--- src/rtl/spmv_row_feeder_pkg.sv ---
// ---------------------------------------------------------------------------
// spmv_feed_pkg: shared widths, FSM encoding and element field slots. Rev 1.0
// ---------------------------------------------------------------------------
`default_nettype none

package spmv_feed_pkg;

  localparam int PTR_W_DEF  = 32;
  localparam int DATA_W_DEF = 64;

  typedef logic [1:0] feed_state_t;

  localparam logic [1:0] ST_IDLE  = 2'd0;
  localparam logic [1:0] ST_BASE  = 2'd1;
  localparam logic [1:0] ST_ROWS  = 2'd2;
  localparam logic [1:0] ST_DRAIN = 2'd3;

  // Element word is {x, val}; slot index times DATA_W gives the field LSB.
  localparam int ELEM_VAL_SLOT = 0;
  localparam int ELEM_X_SLOT   = 1;

endpackage

`default_nettype wire

--- src/rtl/spmv_row_feeder_axis_fork2.sv ---
// ---------------------------------------------------------------------------
// axis_fork2: one AXIS input split into two independently registered outputs. Rev 1.0
// ---------------------------------------------------------------------------
`default_nettype none

module axis_fork2 #(
  parameter int W_A = 64,
  parameter int W_B = 64
) (
  input  logic           clk,
  input  logic           rstn,
  input  logic           i_enable,
  input  logic [W_A-1:0] i_s_a_data,
  input  logic [W_B-1:0] i_s_b_data,
  input  logic           i_s_valid,
  output logic           o_s_ready,
  output logic           o_s_hs,
  output logic [W_A-1:0] o_m_a_data,
  output logic           o_m_a_valid,
  input  logic           i_m_a_ready,
  output logic [W_B-1:0] o_m_b_data,
  output logic           o_m_b_valid,
  input  logic           i_m_b_ready
);

  logic [W_A-1:0] r_a_data;
  logic [W_B-1:0] r_b_data;
  logic           r_a_valid;
  logic           r_b_valid;
  logic           w_a_free;
  logic           w_b_free;
  logic           w_s_ready;
  logic           w_s_hs;

  // An input word is only taken when both output slots can hold it, so the
  // two halves of a word always leave in the same relative order.
  assign w_a_free  = !r_a_valid || i_m_a_ready;
  assign w_b_free  = !r_b_valid || i_m_b_ready;
  assign w_s_ready = i_enable && w_a_free && w_b_free;
  assign w_s_hs    = i_s_valid && w_s_ready;

  always_ff @(posedge clk or negedge rstn) begin
    if (!rstn) begin
      r_a_data  <= '0;
      r_b_data  <= '0;
      r_a_valid <= 1'b0;
      r_b_valid <= 1'b0;
    end else begin
      if (w_s_hs) begin
        r_a_data  <= i_s_a_data;
        r_a_valid <= 1'b1;
      end else if (i_m_a_ready) begin
        r_a_valid <= 1'b0;
      end
      if (w_s_hs) begin
        r_b_data  <= i_s_b_data;
        r_b_valid <= 1'b1;
      end else if (i_m_b_ready) begin
        r_b_valid <= 1'b0;
      end
    end
  end

  assign o_s_ready   = w_s_ready;
  assign o_s_hs      = w_s_hs;
  assign o_m_a_data  = r_a_data;
  assign o_m_a_valid = r_a_valid;
  assign o_m_b_data  = r_b_data;
  assign o_m_b_valid = r_b_valid;

endmodule

`default_nettype wire

--- src/rtl/spmv_row_feeder.sv ---
// ---------------------------------------------------------------------------
// spmv_row_feeder: CSR row pointers to per-row TIMES, {x,val} split to A/B. Rev 1.0
// ---------------------------------------------------------------------------
`default_nettype none

module spmv_row_feeder
  import spmv_feed_pkg::*;
#(
  parameter int PTR_W  = PTR_W_DEF,
  parameter int DATA_W = DATA_W_DEF
) (
  input  logic                clk,
  input  logic                rstn,
  input  logic                start,
  input  logic [PTR_W-1:0]    num_rows,
  output logic                busy,
  output logic                done,
  output logic                err,
  input  logic [PTR_W-1:0]    S_AXIS_PTR_tdata,
  input  logic                S_AXIS_PTR_tvalid,
  output logic                S_AXIS_PTR_tready,
  input  logic [2*DATA_W-1:0] S_AXIS_ELEM_tdata,
  input  logic                S_AXIS_ELEM_tvalid,
  output logic                S_AXIS_ELEM_tready,
  output logic [DATA_W-1:0]   M_AXIS_A_tdata,
  output logic                M_AXIS_A_tvalid,
  input  logic                M_AXIS_A_tready,
  output logic [DATA_W-1:0]   M_AXIS_B_tdata,
  output logic                M_AXIS_B_tvalid,
  input  logic                M_AXIS_B_tready,
  output logic [PTR_W-1:0]    M_AXIS_TIMES_tdata,
  output logic                M_AXIS_TIMES_tvalid,
  input  logic                M_AXIS_TIMES_tready
);

  feed_state_t      r_state;
  logic [PTR_W-1:0] r_rows_left;
  logic [PTR_W-1:0] r_prev;
  logic [PTR_W-1:0] r_nnz;
  logic [PTR_W-1:0] r_times_data;
  logic             r_times_valid;
  logic             r_busy;
  logic             r_done;
  logic             r_err;

  logic             w_times_free;
  logic             w_ptr_ready;
  logic             w_ptr_hs;
  logic             w_row_hs;
  logic             w_ptr_dec;
  logic [PTR_W-1:0] w_len;
  logic [PTR_W-1:0] w_add;
  logic [PTR_W-1:0] w_sub;
  logic [PTR_W-1:0] w_nnz_next;
  logic             w_elem_hs;
  logic             w_a_valid;
  logic             w_b_valid;
  logic             w_drained;

  assign w_times_free = !r_times_valid || M_AXIS_TIMES_tready;
  assign w_ptr_ready  = (r_state == ST_BASE) || ((r_state == ST_ROWS) && w_times_free);
  assign w_ptr_hs     = S_AXIS_PTR_tvalid && w_ptr_ready;
  assign w_row_hs     = w_ptr_hs && (r_state == ST_ROWS);

  // A decreasing pointer is malformed CSR: emit an empty row and flag it.
  assign w_ptr_dec = S_AXIS_PTR_tdata < r_prev;
  assign w_len     = w_ptr_dec ? '0 : (S_AXIS_PTR_tdata - r_prev);

  assign w_add      = w_row_hs ? w_len : '0;
  assign w_sub      = {{(PTR_W-1){1'b0}}, w_elem_hs};
  assign w_nnz_next = r_nnz + w_add - w_sub;

  assign w_drained = !r_times_valid && (r_nnz == '0) && !w_a_valid && !w_b_valid;

  always_ff @(posedge clk or negedge rstn) begin
    if (!rstn) begin
      r_state       <= ST_IDLE;
      r_rows_left   <= '0;
      r_prev        <= '0;
      r_nnz         <= '0;
      r_times_data  <= '0;
      r_times_valid <= 1'b0;
      r_busy        <= 1'b0;
      r_done        <= 1'b0;
      r_err         <= 1'b0;
    end else begin
      r_done <= 1'b0;
      r_nnz  <= w_nnz_next;

      if (w_row_hs) begin
        r_times_data  <= w_len;
        r_times_valid <= 1'b1;
      end else if (M_AXIS_TIMES_tready) begin
        r_times_valid <= 1'b0;
      end

      case (r_state)
        ST_IDLE: begin
          if (start) begin
            r_err <= 1'b0;
            if (num_rows != '0) begin
              r_rows_left <= num_rows;
              r_nnz       <= '0;
              r_busy      <= 1'b1;
              r_state     <= ST_BASE;
            end else begin
              r_done <= 1'b1;
            end
          end
        end
        ST_BASE: begin
          if (w_ptr_hs) begin
            r_prev  <= S_AXIS_PTR_tdata;
            r_state <= ST_ROWS;
          end
        end
        ST_ROWS: begin
          if (w_row_hs) begin
            r_prev      <= S_AXIS_PTR_tdata;
            r_rows_left <= r_rows_left - 1'b1;
            if (w_ptr_dec) begin
              r_err <= 1'b1;
            end
            if (r_rows_left == PTR_W'(1)) begin
              r_state <= ST_DRAIN;
            end
          end
        end
        ST_DRAIN: begin
          if (w_drained) begin
            r_done  <= 1'b1;
            r_busy  <= 1'b0;
            r_state <= ST_IDLE;
          end
        end
        default: r_state <= ST_IDLE;
      endcase
    end
  end

  // Elements flow only against row lengths already registered, which keeps
  // every element behind the pointer that announced it.
  axis_fork2 #(
    .W_A (DATA_W),
    .W_B (DATA_W)
  ) u_fork (
    .clk         (clk),
    .rstn        (rstn),
    .i_enable    (r_nnz != '0),
    .i_s_a_data  (S_AXIS_ELEM_tdata[ELEM_VAL_SLOT*DATA_W +: DATA_W]),
    .i_s_b_data  (S_AXIS_ELEM_tdata[ELEM_X_SLOT*DATA_W +: DATA_W]),
    .i_s_valid   (S_AXIS_ELEM_tvalid),
    .o_s_ready   (S_AXIS_ELEM_tready),
    .o_s_hs      (w_elem_hs),
    .o_m_a_data  (M_AXIS_A_tdata),
    .o_m_a_valid (w_a_valid),
    .i_m_a_ready (M_AXIS_A_tready),
    .o_m_b_data  (M_AXIS_B_tdata),
    .o_m_b_valid (w_b_valid),
    .i_m_b_ready (M_AXIS_B_tready)
  );

  assign M_AXIS_A_tvalid     = w_a_valid;
  assign M_AXIS_B_tvalid     = w_b_valid;
  assign S_AXIS_PTR_tready   = w_ptr_ready;
  assign M_AXIS_TIMES_tdata  = r_times_data;
  assign M_AXIS_TIMES_tvalid = r_times_valid;
  assign busy                = r_busy;
  assign done                = r_done;
  assign err                 = r_err;

endmodule

`default_nettype wire
--- config.mk ---
export PLATFORM = sky130hd
export DESIGN_NAME = spmv_row_feeder
export DESIGN_NICKNAME = d
export VERILOG_FILES = /design/src/rtl/spmv_row_feeder_pkg.sv /design/src/rtl/spmv_row_feeder_axis_fork2.sv /design/src/rtl/spmv_row_feeder.sv
export SDC_FILE = /design/constraint.sdc
export NUM_CORES = 1
export LEC_CHECK = 0
export ABC_AREA = 1
export CAP_MARGIN = 25
export CORE_MARGIN = 10
export CORE_UTILIZATION = 39
export DETAILED_ROUTE_END_ITERATION = 8
export PLACE_DENSITY_LB_ADDON = 0.2
export SYNTH_ARGS = -nofsm -noshare
export SYNTH_HDL_FRONTEND = slang
export SYNTH_HIERARCHICAL = 1
export SYNTH_SLANG_ARGS = --single-unit
--- constraint.sdc ---
create_clock -name clk -period 3.68 [get_ports clk]
set_input_delay 0.736 -clock clk [delete_from_list [all_inputs] [get_ports clk]]
set_output_delay 0.736 -clock clk [all_outputs]
set_load 0.02 [all_outputs]
# Word level (Yosys, flattened, before mapping)

Cells that the tools add are included.

$add $sub $neg: 4
$lt $le $gt $ge: 1
Equality and inequality tests: 11
Muxes and demuxes: 37
Reduce and logical (&&, ||, !) cells: 31

Operators with widths:

| kind                                                | number |
|---|---|
| 2-to-1 mux 32 bit                                   | 10 |
| case mux 32 bit (2 select lines)                    | 2 |
| nonzero test 32 bit                                 | 2 |
| adder 32 bit                                        | 1 |
| == test 32 x 1 -> 1 bit (second input constant)     | 1 |
| logical NOT 32 bit                                  | 1 |
| < comparator 32 bit                                 | 1 |
| subtractor 32 x 1 -> 32 bit                         | 1 |
| subtractor 32 x 1 -> 32 bit (second input constant) | 1 |
| subtractor 32 bit                                   | 1 |
| 2-to-1 mux 1 bit                                    | 15 |
| 2-to-1 mux 2 bit                                    | 6 |
| inequality test 2 bit (second input constant)       | 6 |
| AND reduction 4 bit                                 | 3 |
| nonzero test 2 bit                                  | 6 |
| logical AND 1 bit                                   | 9 |
| case mux 2 bit (4 select lines)                     | 1 |
| case mux 1 bit (2 select lines)                     | 3 |
| AND reduction 6 bit                                 | 1 |
| == test 2 bit (second input constant)               | 2 |
| logical OR 1 bit                                    | 4 |
| logical NOT 1 bit                                   | 3 |
| AND reduction 3 bit                                 | 1 |
| == test 2 x 1 -> 1 bit (second input constant)      | 1 |
| 2 further kinds                                     | 2 |

Register bits: 264
Output and inout port bits: 168

# Longest topological paths before layout

Word-level depth: 12
Mapped depth: 32
Depth with buffers taken out: 31

# By module

The synthesis kept the hierarchy.

By module, submodules not included:

| module          | times used | cells an instance | area each (µm²) | sequential area each (µm²) |
|---|---|---|---|---|
| spmv_row_feeder | 1          | 1,502             | 10,452.5        | 3,353.2 |
| axis_fork2      | 1          | 582               | 5,435.2         | 3,253.1 |

# Worst setup path after synthesis

OpenSTA, ideal clock, no wires.

Path kind: in2reg
Start point: input S_AXIS_PTR_tdata[0]
End point: register r_nnz[28]
Setup time: 119 ps
Data arrival time: 4,189 ps
Data required time: 3,561 ps
Path slack: -628 ps
Stages on the path: 30
Cell sequence: inv_1 > ha_1 > inv_1 > fa_1 > nand3_1 > nand2_1 > nand2_1 > nand2_1 > nand2_1 > nand2_2 > nand2_2 > nand2_4 > inv_2 > nor2_4 > inv_2 > buf_6 > or2_1 > ha_1 > inv_1 > ha_1 > inv_1 > fa_1 > o21ai_1 > a21oi_1 > o21ai_1 > nand2_1 > nand2_1 > nand3_1 > a21oi_1 > nor2_1

Cells in the longest elaborated chain, start to end: 8

RTL lines:

| what                                                            | line                                         | source |
|---|---|---|
| from (decl)                                                     | spmv_row_feeder.sv:19                        | `input logic [PTR_W-1:0] S_AXIS_PTR_tdata,` |
| subtractor 32 bit / < comparator 32 bit (equally long branches) | spmv_row_feeder.sv:67, spmv_row_feeder.sv:66 |  |
| 2-to-1 mux 32 bit (*)                                           | spmv_row_feeder.sv:67                        | `assign w_len = w_ptr_dec ? '0 : (S_AXIS_PTR_tdata - r_prev);` |
| 2-to-1 mux 32 bit (*)                                           | spmv_row_feeder.sv:69                        | `assign w_add = w_row_hs ? w_len : '0;` |
| adder 32 bit (*)                                                | spmv_row_feeder.sv:71                        | `assign w_nnz_next = r_nnz + w_add - w_sub;` |
| subtractor 32 x 1 -> 32 bit (*)                                 | spmv_row_feeder.sv:71                        |  |
| 2-to-1 mux 32 bit                                               | spmv_row_feeder.sv:101                       | `if (num_rows != '0) begin` |
| 2-to-1 mux 32 bit                                               | spmv_row_feeder.sv:99                        | `if (start) begin` |
| 2-to-1 mux 32 bit (*)                                           | spmv_row_feeder.sv:97                        | `case (r_state)` |
| to (signal assigned)                                            | spmv_row_feeder.sv:88                        | `r_nnz <= w_nnz_next;` |
| to (decl)                                                       | spmv_row_feeder.sv:39                        | `logic [PTR_W-1:0] r_nnz;` |

Every way passes the cells marked *; elsewhere a longest branch is shown, timed or not.
A chain may end at the register's enable or synchronous reset.

# Final worst setup path

Start point: input S_AXIS_PTR_tdata[31]
End point: register r_nnz[28]

Cells in the longest elaborated chain, start to end: 8

RTL lines:

| what                            | line                   | source |
|---|---|---|
| < comparator 32 bit (*)         | spmv_row_feeder.sv:66  | `assign w_ptr_dec = S_AXIS_PTR_tdata < r_prev;` |
| 2-to-1 mux 32 bit (*)           | spmv_row_feeder.sv:67  |  |
| 2-to-1 mux 32 bit (*)           | spmv_row_feeder.sv:69  |  |
| adder 32 bit (*)                | spmv_row_feeder.sv:71  |  |
| subtractor 32 x 1 -> 32 bit (*) | spmv_row_feeder.sv:71  |  |
| 2-to-1 mux 32 bit               | spmv_row_feeder.sv:101 |  |
| 2-to-1 mux 32 bit               | spmv_row_feeder.sv:99  |  |
| 2-to-1 mux 32 bit (*)           | spmv_row_feeder.sv:97  |  |

Marks and branches as above.

==> impl_metrics.csv <==
group,metric,value,unit
status,outcome,"finished, violations left",
status,violations,"setup timing",
setup_path,slowest_delay,0.35,ns
timing,setup_viol_count_final,19,
yosys,synth_cell_types,57,
setup_path,critPathKind,"in -> reg",
pwr,irDropWorstVdd,0.5346,mV
global_route,grt_max_degree,98,
placement,port_buffers,367,
floorplan,fp-row-count,73,
floorplan,die_width,221.8,um
floorplan,dieArea,0.04921,mm2
setup_path,startpoint,"S_AXIS_PTR_tdata[31]",
setup_path,rrSetupSlack,-0.19,ns
global_route,overflow,0,
placement,dpl.hpwl,43.57,mm
clock_network,path_clk_slew,0.06,ns
finish,register_area,0.006606,mm2
setup_path,crit_path_end,"r_nnz[28]",
yosys,ys_top_cells_by_area,"dfrtp_1 42%, nand2_1 14%, ha_1 8.0%, inv_1 5.9%, nand4_1 5.7%",
placement,pre_cts_ws,-1.298,ns
detailed_routing,drc,0,
timing,clock_skew,0.02872,ns
yosys,synth-seq-area-share,41.58,%
yosys,ys_async_sr_fraction,100.0,%
yosys,synth_edf_count,0,
detailed_routing,ant_nets,0,
finish,multi_input_area,0.009079,mm2
pwr,pwr_density_cell,960.9,mW/mm2
yosys,synth_nets,2387,
placement,place_area,0.02188,mm2
yosys,ys_ff_latch,264,
floorplan,core,0.04001,mm2
pwr,sw_frac_of_total,44.51,%
detailed_routing,drtIter0Drc,1268,
timing,fin_crit_sh,106.1,%
detailed_routing,dr_total_vias,16630,
pwr,p_switching,10.41,mW
global_route,grt_pass1_vias,16700,
yosys,synthFlopType,"dfrtp_1",
floorplan,start_util,39.71,%
yosys,synth_warnings,6,
detailed_routing,dr.pass1.iters,6,
detailed_routing,wl,59.30,mm
setup_path,cp.depth,25,
setup_path,r2r_start,"r_prev[23]",
timing,relSlewSlack,38.13,%
pwr,cellLeakagePower,11.77,nW
detailed_routing,vias_per_cell,5.120,
timing,slew_viol_final,0,
setup_path,required,4.10,ns
pwr,p_int,12.97,mW
setup_path,end_kind,"flop",
timing,setup_tns,-2.274,ns
clock_network,tritoncts,"built",
pwr,clkPwrFrac,14.7,%
global_route,grt_first_pass_wirelength,92.41,mm
clock_network,clock_latency,0.56,ns
setup_path,critPathMaxFanout,4,
finish,final_util,60.82,%
yosys,synth_common_cells,"591 x nand2_1, 264 x dfrtp_1, 250 x inv_1, 174 x nor2_1, 144 x nand4_1",
yosys,syn_area,0.01589,mm2
global_route,grt_use_total,23.02,%
setup_path,start_kind,"input pin",
clock_network,cts_buffer_depth,3,
yosys,yosysMostFrequentCell,"nand2_1",
job,drv_cap,0,
timing,max_freq,0.2561,GHz
setup_path,cp_top_family,"simple AND/OR/NAND/NOR gates",
yosys,yosys.area.top_type_share,41.58,%
setup_path,path_common_cell,"inv_2",
pwr,p_seq_share,19.7,%
timing,setup_slack,-0.2241,ns
finish,fin_area,0.02433,mm2
timing,worstMarginPinSlew,0.9281,ns
timing,hold_viol_final,0,
timing,final.min_clock_period,3.904,ns
setup_path,cp.arrival,4.33,ns
clock_network,numCtsBuffers,34,
yosys,syn_avg_cell_area,7.624,um2
floorplan,ios,368,
clock_network,clock_sinks,264,
finish,area_growth,53.15,%
yosys,syn_inst,2084,
pwr,p_total,23.38,mW
finish,fillCellCount,3507,
timing,rsz0062_at_grt,"true",
detailed_routing,drt-wirelength-per-cell,18.26,um
placement,dpl.cell_count,3157,
yosys,yosysTopAreaCell,"dfrtp_1",
floorplan,die_h,221.8,um
finish,layout.nets,2995,
finish,drive_gt1_share,21.87,%
setup_path,crit_buf_inv,6,
setup_path,rr_worst_depth,25,
worst_hold_path,hold_path.class,"in -> async",
placement,gp_congestion,0.9738,
finish,fin_cells,3248,
setup_path,slowest_stage,"fa_2",
timing,whs,0.2505,ns
pwr,power_frac_comb,65.7,%
clock_network,cts_root_buf,"clkbuf_16",
setup_path,r2r-end,"r_nnz[28]",
global_route,antenna_found_initial,7,
clock_network,htreeDepth,2,
[logic make-up after synthesis]
| group | count (synthesis) | share of synthesized area [%] |
|---|---|---|
| adder cells (fa/ha/maj) | 103 | 8.206 |
| XOR/XNOR | 28 | 1.544 |
| flip-flops | 264 | 41.58 |
| AO/OA/AOI/OAI | 301 | 10.55 |
| AND/OR/NAND/NOR | 1045 | 28.97 |
| buffers and inverters | 343 | 9.159 |
[layout make-up]
class,count,share of cell area [%]
inverters,258,4.042
diodes,7,0.07199
clock buffers,46,3.929
clock inverters,14,0.6942
multi-input cells,1477,37.31
flip-flops and latches,264,27.15
repair buffers,657,24.10
well taps,525,2.700
[power groups by stage]
stage | clock (mW) | combinational, mW | sequential, mW
2_1_floorplan | 0 | 6.83 | 4.97
3_3_place_gp | 0 | 12.7 | 4.58
3_5_place_dp | 0 | 12.9 | 4.62
4_1_cts | 3.50 | 14.2 | 4.58
5_1_grt | 3.61 | 16.9 | 4.70
6_report | 3.43 | 15.4 | 4.60
[layer usage]
metal / global-route usage (%) / vias up / part of all wire (%)
li1: - / 8087 / -
met1: 27.54 / 7945 / 41
met2: 40.05 / 477 / 50
met3: 4.034 / 122 / 4.9
met4: 9.294 / 0 / 3.8
met5: 0 / - / 0
[worst min path at each step]
stage / depth (start not counted) / to / slack [ns]
after CTS: 1 / r_rows_left[0] / 0.27
after detailed placement: 2 / u_fork/o_m_a_data[2] / 0.46
after global routing: 1 / r_rows_left[0] / 0.28
after global placement: 2 / u_fork/o_m_a_data[2] / 0.45
after floorplan: 0 / M_AXIS_TIMES_tdata[0] / 0.44
final: 1 / r_rows_left[0] / 0.25
[registers in the layout (all words and copies together) (netlist names)]
| signal | flops |
|---|---|
| r_state | 2 |
| busy | 1 |
| u_fork/o_m_a_data | 64 |
| r_rows_left | 32 |
| u_fork/o_m_b_data | 64 |
| u_fork/o_m_a_valid | 1 |
| err | 1 |
| r_nnz | 32 |
| u_fork/o_m_b_valid | 1 |
| r_prev | 32 |
| M_AXIS_TIMES_tvalid | 1 |
| done | 1 |
| M_AXIS_TIMES_tdata | 32 |
[cells in the final DEF, fill, tap and decap left out, types with 47 or more instances in the layout]
cell type / count
nor2_1: 156
ha_1: 47
inv_1: 237
o21ai_0: 62
dfrtp_1: 264
buf_4: 286
ha_4: 49
nand2_1: 554
clkdlybuf4s50_1: 332
a21oi_1: 93
nand4_1: 144
[timing repair]
item / CTS / global route
setup buffers: 15 / 9
hold buffers: 0 / 0
gates resized for setup: 162 / 116
endpoints found under the setup margin: 30 / 27
pin swaps: 52 / 45
Note: power is estimated with default switching activity, not from simulation.
